==> src/rtl/impuls_pkg.sv <==
// Shared types, default sizing and helpers for the impulse stretcher slice.
package impuls_pkg;

  typedef enum logic {
    ST_IDLE = 1'b0,
    ST_HOLD = 1'b1
  } state_t;

  localparam int unsigned DEF_CHANNELS  = 4;
  localparam int unsigned DEF_OUT_WIDTH = 16;
  localparam int unsigned DEF_HOLD_W    = 4;
  localparam int unsigned DEF_EVT_W     = 8;

  // A programmed hold of zero ticks is treated as one tick.
  function automatic logic [31:0] hold_clamp(input logic [31:0] hold_ms);
    return (hold_ms == 32'd0) ? 32'd1 : hold_ms;
  endfunction

endpackage

==> src/rtl/impuls_channel.sv <==
// One impulse channel: 2-flop synchroniser, rising-edge detect, hold FSM and event counter.
module impuls_channel
  import impuls_pkg::*;
#(
  parameter int unsigned OUT_WIDTH = DEF_OUT_WIDTH,
  parameter int unsigned HOLD_W    = DEF_HOLD_W,
  parameter int unsigned EVT_W     = DEF_EVT_W
) (
  input  logic                 clock,
  input  logic                 reset,
  input  logic                 impuls,
  input  logic                 tick,
  input  logic [HOLD_W-1:0]    hold_ms,
  input  logic                 retrig,
  output logic [OUT_WIDTH-1:0] imp,
  output logic                 active,
  output logic [EVT_W-1:0]     evt_cnt
);

  state_t            state, state_d;
  logic [HOLD_W-1:0] cnt, cnt_d;
  logic [HOLD_W-1:0] hold_lat, hold_lat_d;
  logic [EVT_W-1:0]  evt_d;
  logic              s_meta, s, s_q;
  logic              trig;

  assign trig = s & ~s_q;

  always_ff @(posedge clock) begin
    if (reset) begin
      s_meta   <= 1'b0;
      s        <= 1'b0;
      s_q      <= 1'b0;
      state    <= ST_IDLE;
      cnt      <= '0;
      hold_lat <= '0;
      evt_cnt  <= '0;
      active   <= 1'b0;
      imp      <= '0;
    end else begin
      s_meta   <= impuls;
      s        <= s_meta;
      s_q      <= s;
      state    <= state_d;
      cnt      <= cnt_d;
      hold_lat <= hold_lat_d;
      evt_cnt  <= evt_d;
      active   <= (state_d == ST_HOLD);
      imp      <= (state_d == ST_HOLD) ? '1 : '0;
    end
  end

  always_comb begin
    state_d    = state;
    cnt_d      = cnt;
    hold_lat_d = hold_lat;
    evt_d      = evt_cnt;
    unique case (state)
      ST_IDLE: begin
        if (trig) begin
          state_d    = ST_HOLD;
          cnt_d      = '0;
          hold_lat_d = HOLD_W'(hold_clamp(32'(hold_ms)));
          evt_d      = evt_cnt + 1'b1;
        end
      end
      ST_HOLD: begin
        // A retrigger restarts the hold and swallows a coincident tick.
        if (trig && retrig) begin
          cnt_d      = '0;
          hold_lat_d = HOLD_W'(hold_clamp(32'(hold_ms)));
          evt_d      = evt_cnt + 1'b1;
        end else if (tick) begin
          if (cnt + 1'b1 == hold_lat) begin
            state_d = ST_IDLE;
            cnt_d   = '0;
          end else begin
            cnt_d = cnt + 1'b1;
          end
        end
      end
      default: state_d = ST_IDLE;
    endcase
  end

endmodule

==> src/rtl/impuls_stretch.sv <==
// Multi-channel pulse stretcher: shared millisecond tick plus independent stretch channels.
module impuls_stretch
  import impuls_pkg::*;
#(
  parameter int unsigned CHANNELS  = DEF_CHANNELS,
  parameter int unsigned OUT_WIDTH = DEF_OUT_WIDTH,
  parameter int unsigned HOLD_W    = DEF_HOLD_W,
  parameter int unsigned EVT_W     = DEF_EVT_W
) (
  input  logic                          clock,
  input  logic                          reset,
  input  logic                          msec,
  input  logic [CHANNELS-1:0]           impuls,
  input  logic [HOLD_W-1:0]             hold_ms,
  input  logic [CHANNELS-1:0]           retrig,
  output logic [CHANNELS*OUT_WIDTH-1:0] imp,
  output logic [CHANNELS-1:0]           active,
  output logic [CHANNELS*EVT_W-1:0]     evt_cnt
);

  logic msec_q;
  logic tick;

  // tick is the registered msec rising edge, so it is high the cycle after
  // msec is first sampled high, regardless of the msec high time.
  always_ff @(posedge clock) begin
    if (reset) begin
      msec_q <= 1'b0;
      tick   <= 1'b0;
    end else begin
      msec_q <= msec;
      tick   <= msec & ~msec_q;
    end
  end

  for (genvar k = 0; k < CHANNELS; k++) begin : g_ch
    impuls_channel #(
      .OUT_WIDTH (OUT_WIDTH),
      .HOLD_W    (HOLD_W),
      .EVT_W     (EVT_W)
    ) u_ch (
      .clock   (clock),
      .reset   (reset),
      .impuls  (impuls[k]),
      .tick    (tick),
      .hold_ms (hold_ms),
      .retrig  (retrig[k]),
      .imp     (imp[k*OUT_WIDTH +: OUT_WIDTH]),
      .active  (active[k]),
      .evt_cnt (evt_cnt[k*EVT_W +: EVT_W])
    );
  end

endmodule

==> config.mk <==
export PLATFORM = sky130hd
export DESIGN_NAME = impuls_stretch
export DESIGN_NICKNAME = d
export VERILOG_FILES = /design/src/rtl/impuls_pkg.sv /design/src/rtl/impuls_channel.sv /design/src/rtl/impuls_stretch.sv
export SDC_FILE = /design/constraint.sdc
export NUM_CORES = 1
export LEC_CHECK = 0
export CAP_MARGIN = 0
export CORE_ASPECT_RATIO = 1.2
export CORE_MARGIN = 4
export CORE_UTILIZATION = 47
export DETAILED_ROUTE_END_ITERATION = 16
export GPL_ROUTABILITY_DRIVEN = 1
export PLACE_DENSITY = 0.85
export SKIP_CTS_REPAIR_TIMING = 1
export SLEW_MARGIN = 15
export SYNTH_ARGS = -nofsm -noshare
export SYNTH_HDL_FRONTEND = slang
export SYNTH_SLANG_ARGS = --single-unit
==> constraint.sdc <==
create_clock -name clock -period 3.78 [get_ports clock]
set_clock_uncertainty 0.05 [all_clocks]
set_input_delay 1.134 -clock clock [delete_from_list [all_inputs] [get_ports clock]]
set_output_delay 1.134 -clock clock [all_outputs]
set_load 0.005 [all_outputs]
==> metrics <==
Buf/Inv on CP 1; setup TNS 0 ns; most common cell in the netlist dfxtp_1; max frequency 0.346 GHz; vias in the first global route 2898; die footprint 10100 um^2; Synth Register Bits 82; Top FF cell, synth dfxtp_1; clock sink count 82; P_leak 1.86 nW; Yosys top cell area share 40.9%; Core ar. 8240 um^2; Crit path max-delay family flip-flops; GR Overflow Total 0; critical path endpoint category primary output; Area Overhead vs Synth 25.0%; DRT Pass-1 Iters 4; Ports 115; HPWL after detailed placement 5.67 mm; drt via density 4.88; clock buffer depth 2; Initial Utilization 48.7%; DR DRC count 0; Setup CP Type reg2out; Max-Cap Viols 0; max-slew violations 0; global-route wire length before repair 12.8 mm; Startpoint Class flip-flop; CP arrival 1.71 ns; hold path depth 1; Seq/Total Area, Yosys 40.9%; Post-Syn Nets 462; Crit. path cell count 1; row cnt 36; required time of the worst setup path 2.60 ns; Async SR Flop Fraction 0%; Die Ht 109 um; Vias 2962; status completed; CP Cell Sequence clkdlybuf4s50_1; final layout net count 511; yosys synthesis warning count 0; worst-margin pin slew 0.718 ns; Max VDD drop 306 uV; Layout Cell Area excl Fill 5020 um^2; CTS buffer count 9; RePlAce Congestion 0.812; GRT Util Overall 15.5%; relative slew slack 52.1%; final hold vios 0; number of enable flip-flop cells after synthesis 0; Post-Syn Area per Cell 9.15 um^2; I/O Buffers 114; largest cells by area after synthesis dfxtp_1, buf_4, nor2_1, xor2_1, mux2i_1; Reg2Reg Depth 5; H-tree depth 3; largest net degree at the start of global routing 41; clock transition at the registers of the reported paths 0.08 ns; ANT nets after route 0; largest fanout on the critical path 22; CTS tree built; Pwr Density 366 nW/um^2; worst hold slack 0.335 ns; dominant cell type by area after synthesis dfxtp_1; CP max stage cell dfxtp_1; Gate Count Post-Synth 439; reg-to-reg setup timing slack 1.85 ns; Setup Viol. Count Final 0; fillcell total 708; unrepaired setup endpoints after global routing no; WL/cell 12.8 um; fin crit share 76.5%; ant diodes 0; synthesized area 4020 um^2; Routed WL 7.75 mm; Area after DPL 4780 um^2; fraction of layout cells with a size suffix above 1 5.68%; Tmin final 2.89 ns; Unique masters post-synth 34; die width 92.4 um; commonest cells in the netlist dfxtp_1, buf_4, nor2_1; Starting DRT DRC Count 88; class of the worst hold path reg2reg; crit-path max cell delay 0.72 ns; initial antenna violation count 0; Root Buffer clkbuf_8; latest clock arrival within the worst-skew pair 0.35 ns
layer usage:
layer | part of all wire (%) | vias to the layer above | routed length (um) | GRT usage, %
li1 | - | 1502 | - | -
met1 | 43 | 1384 | 3350 | 17.6
met2 | 51 | 65 | 3920 | 27.4
met3 | 4.9 | 11 | 379 | 4.76
met4 | 1.2 | 0 | 94 | 5.63
met5 | 0 | - | 0 | 0
area by class of cell:
| type | instances | area [um^2] | area share, % |
|---|---|---|---|
| clock buffer | 9 | 124 | 2.47 |
| tap | 114 | 143 | 2.84 |
| sequential | 82 | 1640 | 32.7 |
| timing repair buffer | 119 | 1190 | 23.6 |
| inverter | 5 | 18.8 | 0.374 |
| clock inverter | 7 | 118 | 2.34 |
| multi-input combinational | 271 | 1790 | 35.6 |
registers in the layout, indices dropped and copies added, names as in the netlist:
signal and flops:
tick 1, g_ch.u_ch.s_q 4, g_ch.u_ch.hold_lat 16, g_ch.u_ch.evt_cnt 32
g_ch.u_ch.s 4, msec_q 1, g_ch.u_ch.s_meta 4, g_ch.u_ch.imp 4
g_ch.u_ch.cnt 16
through the flow:
| stage | setup slack, ns | util [%] | std cells | power (mW) |
|---|---|---|---|---|
| 6_report | 0.887 | 60.9 | 607 | 1.84 |
| 5_1_grt | 0.725 | 60.9 | 607 | 1.92 |
| 4_1_cts | 0.843 | 60.9 | 607 | 1.86 |
| 3_5_place_dp | 0.951 | 58.0 | 591 | 1.12 |
| 3_3_place_gp | 1.01 | 58.0 | 591 | 1.11 |
| 2_1_floorplan | 1.66 | - | 439 | 1.05 |
worst register-to-register path, delay by kind of cell, from the launching register on:
family / cells / cell delay [ns]
AOI/OAI and AO/OA: 3 / 0.73
and+or+nand+nor: 1 / 0.10
DFF: 1 / 0.73
buffers and inverters: 1 / 0.24
power breakdown:
part | leakage [nW] | switching, mW | total [mW] | internal, mW
sequential | 0.665 | 0.0260 | 0.908 | 0.882
clock | 0.123 | 0.307 | 0.745 | 0.438
combinational | 1.07 | 0.0714 | 0.185 | 0.114
cells by family (layout without fill, tap and decap cells):
kind of cell	after synthesis	in the layout	synth area share, %
AOI/OAI and AO/OA	38	38	5.92
muxes	18	18	4.49
DFF	82	82	40.9
and+or+nand+nor	158	158	19.5
buffers and inverters	86	140	14.6
adders and majority gates	8	8	2.49
xor gates and xnor gates	49	49	12.1
cells in the final DEF (no fill, tap or decap), drive strengths merged:
cell type and instances:
or2 1, clkbuf 9, o211ai 2, o21ai 4, nor2b 17, xnor2 18, clkinv 4, nand2 20
nor3b 7, xor2 27, ha 8, nor3 5, a21oi 17, nor2 63, a32oi 2, inv 5
xor3 3, and3 6, mux2i 18, xnor3 1, bufinv 3, clkdlybuf4s50 113, a31oi 4, a211oi 6
dfxtp 82, buf 6, a22oi 3, nand3b 4, nand3 18, nand2b 4, nand4 13
path summary, 6_finish.rpt:
kind | to | startpoint
max | imp[42] | g_ch[2].u_ch.imp[14]
min reg2reg | tick | msec_q
min | tick | msec_q
max reg2reg | g_ch[0].u_ch.cnt[2] | g_ch[0].u_ch.imp[14]
Power figures use the tool's default switching activity.
